## config.mk

```make
export PLATFORM = sky130hd
export DESIGN_NAME = dmem_lsu
export DESIGN_NICKNAME = d
export VERILOG_FILES = /design/src/rtl/dmem_lsu_pkg.sv /design/src/rtl/lsu_align.sv /design/src/rtl/dmem_lsu.sv
export SDC_FILE = /design/constraint.sdc
export NUM_CORES = 1
export LEC_CHECK = 0
export ABC_AREA = 1
export ABC_CLOCK_PERIOD_IN_PS = 1900
export CORE_MARGIN = 10
export CORE_UTILIZATION = 40
export CTS_CLUSTER_DIAMETER = 100
export DETAILED_ROUTE_END_ITERATION = 8
export GPL_ROUTABILITY_DRIVEN = 0
export HOLD_SLACK_MARGIN = 0.08
export PLACE_DENSITY_LB_ADDON = 0.15
export SLEW_MARGIN = 10
export SYNTH_ARGS = -nofsm -noshare
export SYNTH_HDL_FRONTEND = slang
export SYNTH_HIERARCHICAL = 1
export SYNTH_SLANG_ARGS = --single-unit
```

## constraint.sdc

```tcl
create_clock -name clk -period 1.9 [get_ports clk]
set_input_delay 0.57 -clock clk [delete_from_list [all_inputs] [get_ports clk]]
set_output_delay 0.57 -clock clk [all_outputs]
set_load 0.02 [all_outputs]
```

## src/rtl/dmem_lsu_pkg.sv

```systemverilog
// Shared definitions for the data-memory load/store unit.
// Build option: define LSU_MISALIGN_SPLIT_EN to split misaligned half/word
// accesses into byte beats. When it is undefined, such accesses are rejected.
package dmem_lsu_pkg;

    typedef enum logic [1:0] {
        ST_IDLE   = 2'd0,
        ST_ACCESS = 2'd1,
        ST_RESP   = 2'd2
    } lsuState_e;

    localparam logic [1:0] SZ_BYTE    = 2'b00;
    localparam logic [1:0] SZ_HALF    = 2'b01;
    localparam logic [1:0] SZ_WORD    = 2'b10;
    localparam logic [1:0] SZ_ILLEGAL = 2'b11;

    // Number of memory beats a legal request needs: aligned accesses go out
    // in one beat, misaligned ones go out one byte per beat.
    function automatic logic [2:0] beatCount(input logic [1:0] size, input logic misaligned);
        logic [2:0] n;
        n = 3'd1;
        if (misaligned) begin
            if (size == SZ_HALF) begin
                n = 3'd2;
            end else begin
                n = 3'd4;
            end
        end
        return n;
    endfunction

endpackage

```

## src/rtl/lsu_align.sv

```systemverilog
// Combinational alignment helper for dmem_lsu.
// Always reports whether an incoming request is misaligned. With
// LSU_MISALIGN_SPLIT_EN defined it also selects the store byte for the
// current beat and extends the assembled load result.
module lsu_align
    import dmem_lsu_pkg::*;
(
    input  logic [1:0]  i_reqAddrLow,
    input  logic [1:0]  i_reqSize,
    output logic        o_misaligned
`ifdef LSU_MISALIGN_SPLIT_EN
    ,
    input  logic [31:0] i_wdata,
    input  logic [1:0]  i_beat,
    input  logic [1:0]  i_size,
    input  logic        i_sext,
    input  logic [31:0] i_assembled,
    output logic [31:0] o_storeByte,
    output logic [31:0] o_loadResult
`endif
);

    // A half must start on an even byte, a word on a multiple of four.
    always_comb begin
        o_misaligned = 1'b0;
        if (i_reqSize == SZ_HALF) begin
            o_misaligned = i_reqAddrLow[0];
        end else if (i_reqSize == SZ_WORD) begin
            o_misaligned = (i_reqAddrLow != 2'b00);
        end
    end

`ifdef LSU_MISALIGN_SPLIT_EN
    // Store beat k carries byte k of the store data in the low lane.
    always_comb begin
        o_storeByte = 32'd0;
        case (i_beat)
            2'd0:    o_storeByte[7:0] = i_wdata[7:0];
            2'd1:    o_storeByte[7:0] = i_wdata[15:8];
            2'd2:    o_storeByte[7:0] = i_wdata[23:16];
            default: o_storeByte[7:0] = i_wdata[31:24];
        endcase
    end

    // Halves are zero/sign extended from bit 15; words pass through untouched.
    always_comb begin
        o_loadResult = i_assembled;
        if (i_size == SZ_HALF) begin
            if (i_sext) begin
                o_loadResult = {{16{i_assembled[15]}}, i_assembled[15:0]};
            end else begin
                o_loadResult = {16'd0, i_assembled[15:0]};
            end
        end
    end
`endif

endmodule

```

## src/rtl/dmem_lsu.sv

```systemverilog
// Load/store initiator between the memory stage and the data memory.
// Accepts one request per handshake, drives 1-4 beats on the memory port,
// waits for good on each beat with a per-beat timeout and returns a single
// response. Build option LSU_MISALIGN_SPLIT_EN enables byte-beat splitting of
// misaligned half/word accesses; without it those requests are errors.
module dmem_lsu
    import dmem_lsu_pkg::*;
#(
    parameter int TIMEOUT = 16
) (
    input  logic        clk,
    input  logic        reset,
    input  logic        req_valid,
    output logic        req_ready,
    input  logic [31:0] req_addr,
    input  logic [31:0] req_wdata,
    input  logic        req_load,
    input  logic        req_store,
    input  logic [1:0]  req_size,
    input  logic        req_sext,
    output logic        resp_valid,
    output logic [31:0] resp_rdata,
    output logic        resp_err,
    output logic        mem_valid,
    input  logic        mem_good,
    output logic [31:0] mem_addr,
    output logic [31:0] mem_writeData,
    output logic        mem_memRead,
    output logic        mem_memWrite,
    output logic [1:0]  mem_maskMode,
    output logic        mem_sext,
    input  logic [31:0] mem_readData
);

    localparam logic [7:0] TIMEOUT_CYCLES = 8'(TIMEOUT);

    lsuState_e   r_state;
    lsuState_e   w_nextState;
    logic [31:0] r_addr;
    logic [31:0] r_wdata;
    logic [1:0]  r_size;
    logic        r_load;
    logic        r_sext;
    logic [7:0]  r_wait;
    logic [31:0] r_respRdata;
    logic        r_respErr;
    logic        w_reqMisaligned;
    logic        w_reqIllegal;
    logic        w_lastBeat;
    logic        w_waitExpired;

`ifdef LSU_MISALIGN_SPLIT_EN
    logic        r_mis;
    logic [1:0]  r_beat;
    logic [31:0] r_buf;
    logic [31:0] w_assembled;
    logic [31:0] w_storeByte;
    logic [31:0] w_loadResult;
`endif

    lsu_align u_align (
        .i_reqAddrLow (req_addr[1:0]),
        .i_reqSize    (req_size),
        .o_misaligned (w_reqMisaligned)
`ifdef LSU_MISALIGN_SPLIT_EN
        ,
        .i_wdata      (r_wdata),
        .i_beat       (r_beat),
        .i_size       (r_size),
        .i_sext       (r_sext),
        .i_assembled  (w_assembled),
        .o_storeByte  (w_storeByte),
        .o_loadResult (w_loadResult)
`endif
    );

    // Classify the incoming request and the progress of the current beat.
    always_comb begin
        w_reqIllegal  = (req_load == req_store) || (req_size == SZ_ILLEGAL);
`ifdef LSU_MISALIGN_SPLIT_EN
        w_lastBeat    = !r_mis || ({1'b0, r_beat} == (beatCount(r_size, r_mis) - 3'd1));
`else
        w_reqIllegal  = w_reqIllegal || w_reqMisaligned;
        w_lastBeat    = 1'b1;
`endif
        w_waitExpired = (r_wait == TIMEOUT_CYCLES);
    end

`ifdef LSU_MISALIGN_SPLIT_EN
    // Merge the byte returned by the current beat into its lane of the buffer.
    always_comb begin
        w_assembled = r_buf;
        case (r_beat)
            2'd0:    w_assembled[7:0]   = mem_readData[7:0];
            2'd1:    w_assembled[15:8]  = mem_readData[7:0];
            2'd2:    w_assembled[23:16] = mem_readData[7:0];
            default: w_assembled[31:24] = mem_readData[7:0];
        endcase
    end
`endif

    // Next-state logic; a completing beat wins over an expiring wait counter.
    always_comb begin
        w_nextState = r_state;
        case (r_state)
            ST_IDLE: begin
                if (req_valid) begin
                    w_nextState = w_reqIllegal ? ST_RESP : ST_ACCESS;
                end
            end
            ST_ACCESS: begin
                if (mem_good) begin
                    if (w_lastBeat) begin
                        w_nextState = ST_RESP;
                    end
                end else if (w_waitExpired) begin
                    w_nextState = ST_RESP;
                end
            end
            ST_RESP: w_nextState = ST_IDLE;
            default: w_nextState = ST_IDLE;
        endcase
    end

    // Drive the memory beat while in ACCESS and park every field at 0 otherwise.
    always_comb begin
        mem_valid     = 1'b0;
        mem_memRead   = 1'b0;
        mem_memWrite  = 1'b0;
        mem_addr      = 32'd0;
        mem_writeData = 32'd0;
        mem_maskMode  = SZ_BYTE;
        mem_sext      = 1'b0;
        if (r_state == ST_ACCESS) begin
            mem_valid     = 1'b1;
            mem_memRead   = r_load;
            mem_memWrite  = !r_load;
            mem_addr      = r_addr;
            mem_writeData = r_wdata;
            mem_maskMode  = r_size;
            mem_sext      = r_sext;
`ifdef LSU_MISALIGN_SPLIT_EN
            if (r_mis) begin
                mem_addr      = r_addr + {30'd0, r_beat};
                mem_writeData = w_storeByte;
                mem_maskMode  = SZ_BYTE;
                mem_sext      = 1'b0;
            end
`endif
        end
    end

    // Handshake and response outputs come straight from the state register.
    always_comb begin
        req_ready  = (r_state == ST_IDLE);
        resp_valid = (r_state == ST_RESP);
        resp_rdata = r_respRdata;
        resp_err   = r_respErr;
    end

    // State register, latched request, wait counter and held response.
    always_ff @(posedge clk) begin
        if (reset) begin
            r_state     <= ST_IDLE;
            r_addr      <= 32'd0;
            r_wdata     <= 32'd0;
            r_size      <= SZ_BYTE;
            r_load      <= 1'b0;
            r_sext      <= 1'b0;
            r_wait      <= 8'd0;
            r_respRdata <= 32'd0;
            r_respErr   <= 1'b0;
`ifdef LSU_MISALIGN_SPLIT_EN
            r_mis       <= 1'b0;
            r_beat      <= 2'd0;
            r_buf       <= 32'd0;
`endif
        end else begin
            r_state <= w_nextState;
            case (r_state)
                ST_IDLE: begin
                    if (req_valid) begin
                        r_addr  <= req_addr;
                        r_wdata <= req_wdata;
                        r_size  <= req_size;
                        r_load  <= req_load;
                        r_sext  <= req_sext;
                        r_wait  <= 8'd0;
`ifdef LSU_MISALIGN_SPLIT_EN
                        r_mis   <= w_reqMisaligned;
                        r_beat  <= 2'd0;
                        r_buf   <= 32'd0;
`endif
                        if (w_reqIllegal) begin
                            r_respErr   <= 1'b1;
                            r_respRdata <= 32'd0;
                        end
                    end
                end
                ST_ACCESS: begin
                    if (mem_good) begin
                        r_wait <= 8'd0;
`ifdef LSU_MISALIGN_SPLIT_EN
                        r_buf  <= w_assembled;
                        r_beat <= r_beat + 2'd1;
`endif
                        if (w_lastBeat) begin
                            r_respErr <= 1'b0;
                            if (!r_load) begin
                                r_respRdata <= 32'd0;
                            end else begin
`ifdef LSU_MISALIGN_SPLIT_EN
                                r_respRdata <= r_mis ? w_loadResult : mem_readData;
`else
                                r_respRdata <= mem_readData;
`endif
                            end
                        end
                    end else if (w_waitExpired) begin
                        r_respErr   <= 1'b1;
                        r_respRdata <= 32'd0;
                    end else begin
                        r_wait <= r_wait + 8'd1;
                    end
                end
                default: begin
                end
            endcase
        end
    end

endmodule

```

# Word-level counts from Yosys, hierarchy flattened
# Index checks and enable logic that the tools add are counted.
word_totals:
  reg_bits: 111
  in_bits: 105
  out_inout_bits: 105
  wordCells: 60
op_classes:
  n_addsub: 1
  eq_ne: 11
  muxes: 29
  reduce_logical: 10
op_table:
  columns: ["cell", "n"]
  rows:
  - ["two-way mux 32 bit", 7]
  - ["case mux 32 bit (2 select lines)", 1]
  - ["two-way mux 8 bit", 3]
  - ["case mux 8 bit (2 select lines)", 1]
  - ["two-way mux 1 bit", 10]
  - ["two-way mux 2 bit", 5]
  - ["adder 8 x 1 -> 8 bit, second input constant", 1]
  - ["== test 8 x 5 -> 1 bit, second input constant", 1]
  - ["== test 2 bit, second input constant", 3]
  - ["!= test 3 bit, second input constant", 2]
  - ["== test 2 x 1 -> 1 bit, second input constant", 2]
  - ["case mux 2 bit (2 select lines)", 1]
  - ["AND reduction 2 bit", 2]
  - ["AND reduction 4 bit", 1]
  - ["nonzero test 2 bit", 2]
  - ["AND reduction 3 bit", 1]
  - ["zero test 2 bit", 1]
  - ["logical OR 1 bit", 2]
  - ["!= test 2 x 1 -> 1 bit, second input constant", 1]
  - ["!= test 2 bit, second input constant", 1]
  - ["case mux 1 bit (2 select lines)", 1]
  - ["== test 1 bit", 1]
  - ["zero test 1 bit", 1]

# Logic depth before layout (Yosys ltp)
depth:
  word_depth: 7
  ltp_mapped: 11
  mapped_depth_nobuf: 10

# By module
# The synthesis kept the hierarchy.
modules_own_cells:
  columns: ["module", "n_inst", "cells_each", "area_each_um2", "seq_area_each_um2"]
  rows:
  - ["dmem_lsu", 1, 762, 5122.4, 2222.1]
  - ["lsu_align", 1, 8, 33.8, 0.0]

# Worst setup path after synthesis
# OpenSTA, ideal clock, no wires.
synth_timing:
  path_type: "register to output"
  from: "reg r_state[1]"
  to: "out mem_addr[21]"
  arrival_time_ns: 1.204
  t_required_ns: 1.330
  setup_slack_ns: 0.126
  stages_incl_launch_ff: 6
  path_buffers: 2
  path_cell_list: "dfxtp_1 inv_2 nand2_2 buf_2 buf_1 nor2_1"
synth_between:
  elab_chain_cells: 2
synth_rtl:
  columns: ["item", "line_no", "source"]
  rows:
  - ["from (decl)", "dmem_lsu.sv:37", "lsuState_e r_state;"]
  - ["from (signal assigned)", "dmem_lsu.sv:179", "r_state <= w_nextState;"]
  - ["== test 2 x 1 -> 1 bit", "dmem_lsu.sv:134", "if (r_state == ST_ACCESS) begin"]
  - ["two-way mux 32 bit", "dmem_lsu.sv:134", null]
  - ["to (decl)", "dmem_lsu.sv:26", "output logic [31:0] mem_addr,"]
# Every way passes these cells.

# Worst setup path in the final report
layout_timing:
  from: "reg r_state[1]"
  to: "out mem_addr[22]"
# The elaborated chain is that of the path after synthesis.

==> impl_results.md <==
* Cell Area, Synth at 5156 um^2
* Core area at 12620 um^2
* P per Cell Area at 746.1 nW/um^2
* Die height at 133.5 um
* Antenna violations before repair at 0
* Startpoint types: register
* GR Util All Layers at 17.68%
* H-tree levels at 3
* EDFF count, synth at 0
* Final hold vios at 0
* R2r startpoint: r_state[0]
* Peak Freq at 0.5307 GHz
* Max-cap violations at 0
* Synthesis Warnings at 6
* Layout net count at 1078
* RSZ-0062 raised after global routing: true
* Hold WS at 0.4515 ns
* Req. time, crit path at 1.33 ns
* Via density at 4.743
* Sink Count at 111
* Worst Clk Skew at 0.01020 ns
* Vias at 5440
* Arr. time, crit path at 1.31 ns
* DPL Wire Length at 11.71 mm
* Minimum clock period after layout at 1.884 ns
* Main combinational cell family by area after synthesis: simple AND/OR/NAND/NOR gates
* Post-Synth Simple-Gate Area at 26.06%
* Synth Area in Adders at 0.4853%
* Worst-path clk slew at 0.07 ns
* Final core occ at 62.36%
* Final worst slack at 0.01581 ns
* Antenna viol nets, final at 0
* Clk Latency, worst-skew pair at 0.35 ns
* Seq cells post-synth at 111
* Post-CTS setup buffers at 0
* P_int at 4.127 mW
* Post-Synth XOR/XNOR Area at 0%
* Top Ports at 210
* Switching Share at 29.72%
* Die Area at 17830 um^2
* Pre-CTS setup slack at -0.4995 ns
* Post-synthesis sequential area ratio at 43.10%
* Placed Cells incl. Taps at 1131
* Critical-path maximum fanout at 20
* Ys flop type: dfxtp_1
* Fraction of layout instances using a drive strength above 1 at 16.62%
* CP startpoint: r_state[1]
* Status: complete, no violations
* Cts hold-fix bufs at 0
* Post-Syn Area per Cell at 6.696 um^2
* FF-to-FF End: r_wait[3]
* Cts bufs inserted at 9
* Cell variety after synth at 21
* Finished Layout Cells at 1147
* Min-delay worst type: register to register
* PortBufs at 209
* Final setup vio count at 0
* LEAKAGE at 3.780 nW
* Number of global-route vias before repair at 5027
* Pre-antenna DRT Iters at 5
* Synth async-reset ratio at 0%
* Slew at the pin closest to its max-slew limit at 0.3669 ns
* CP endpoint kind: output pin
* Largest net degree at the start of global routing at 68
* Wire per inst at 14.48 um
* Total routed wirelength at 16.61 mm
* CTS tree: yes
* Compound-gate portion of the synthesized area at 14.41%
* Area grow syn2layout at 52.63%
* Combinational share of power at 24.7%
* GRT overflow at 0
* First-pass GRT wire length at 26.11 mm
* Worst R2R Path Depth at 11
* Net Count, Synth at 877
* Root buf cell: clkbuf_16
* Part of the power in the clock network at 30.8%
* NetSw at 1.745 mW
* Inserted Diodes at 0
* Mux share of post-synthesis cell area at 0%
* Floorplan row count at 41
* FF-to-FF setup slack at 0.21 ns
* Drt initial violations at 358
* Crit path kind: register to output pin
* End point of the critical path: mem_addr[22]
* Max IR drop VDD at 0.0004196 V
* Fin crit share at 99.17%
* Die X at 133.5 um
* Longest Clk Path Bufs at 2
* Initial core utilization at 40.86%
* Slew headroom at 75.54%
* Drt drc at 0
* Slew Viols, Final at 0
* Cells after Synth at 770
* Seq pwr share at 44.5%
## worst min-delay path by stage
stage / start / end / cells after the start
final: r_addr[20] / r_addr[20] / 2
after global routing: r_addr[15] / r_addr[15] / 2
after CTS: r_wdata[12] / r_wdata[12] / 2
after detailed placement: resp_err / resp_err / 2
after global placement: r_wdata[9] / r_wdata[9] / 2
after floorplan: r_wdata[14] / r_wdata[14] / 2
## cells in the final DEF, fill, tap and decap left out, types with 3 or more instances in the layout
master,count
inv_1,149
clkdlybuf4s50_1,114
dfxtp_1,109
nand2_1,96
nor2_1,91
a21oi_1,77
buf_4,77
o21ai_0,69
nand4_1,66
nor2_2,24
dlymetal6s2s_1,19
nand3_1,15
buf_2,12
clkbuf_16,10
buf_12,9
buf_6,8
inv_2,4
dlygate4sd2_1,4
nand2_4,3
## area by class of cell
cell class / instances / area, um^2
clock inverters: 4 / 30.03
flip-flops and latches: 111 / 2225
fillers: 1192 / 4750
well taps: 172 / 215.2
clock buffers: 11 / 242.7
repair buffers: 247 / 2372
inverters: 153 / 574.3
multi-input cells: 449 / 2211
## state kept, by name (all words and copies together) (netlist names)
signal,cells
r_load,1
r_wait,8
resp_rdata,32
r_addr,32
r_sext,1
r_wdata,32
r_size,2
resp_err,1
r_state,2
## per-layer routing
| metal | track usage [%] | wire [um] | vias up |
|---|---|---|---|
| met5 | 0 | 0 | - |
| met3 | 5.038 | 1210 | 22 |
| met1 | 21.31 | 7023 | 2433 |
| li1 | - | - | 2825 |
| met4 | 6.409 | 343 | 0 |
| met2 | 29.30 | 8032 | 160 |
## power groups by stage
| stage | Sequential, mW | Clock [mW] | Combinational (mW) |
|---|---|---|---|
| 4_1_cts | 2.62 | 1.85 | 1.43 |
| 3_5_place_dp | 2.67 | 0 | 1.44 |
| 5_1_grt | 2.64 | 1.95 | 1.62 |
| 6_report | 2.61 | 1.81 | 1.45 |
| 3_3_place_gp | 2.66 | 0 | 1.43 |
| 2_1_floorplan | 2.75 | 0 | 0.690 |
## per-stage QoR
step           power [mW]  TNS, ns  instance area, um^2
3_3_place_gp        4.096   -15.80                 7596
2_1_floorplan       3.442        0                 5156
5_1_grt             6.205  -0.9413                 7870
3_5_place_dp        4.114   -19.24                 7596
6_report            5.872        0                 7870
4_1_cts             5.892  -0.7572                 7609
## worst max-delay path, cell delays in order (launching register included)
cell,delay (ns)
dfxtp_2,0.32
inv_2,0.07
nand2_4,0.09
clkbuf_16,0.21
nor2_1,0.10
buf_4,0.15
## cell usage after synthesis, types with 2 or more instances
master,instances,share of area (%)
inv_2,3,0.22
buf_2,18,1.7
buf_1,6,0.44
nor2_2,2,0.24
dfxtp_1,111,43
nand3_1,16,1.6
nand2_1,97,7.1
inv_1,150,11
ha_1,2,0.49
a21oi_1,78,7.6
nor2_1,114,8.3
clkbuf_1,31,2.3
nand4_1,66,8.0
o21ai_0,69,6.7
## cell families after synthesis
logic type                 Yosys count
buffers and inverters              210
DFF                                111
and+or+nand+nor                    299
adders and majority gates            2
AOI/OAI and AO/OA                  148
## timing repair
action / in CTS / in global routing
cloned: 0 / 1
pin swaps: 0 / 1
hold endpoints to repair: 0 / 0
setup endpoints to repair: 109 / 107
gates resized for setup: 272 / 131
(Power assumes the default switching activity.)
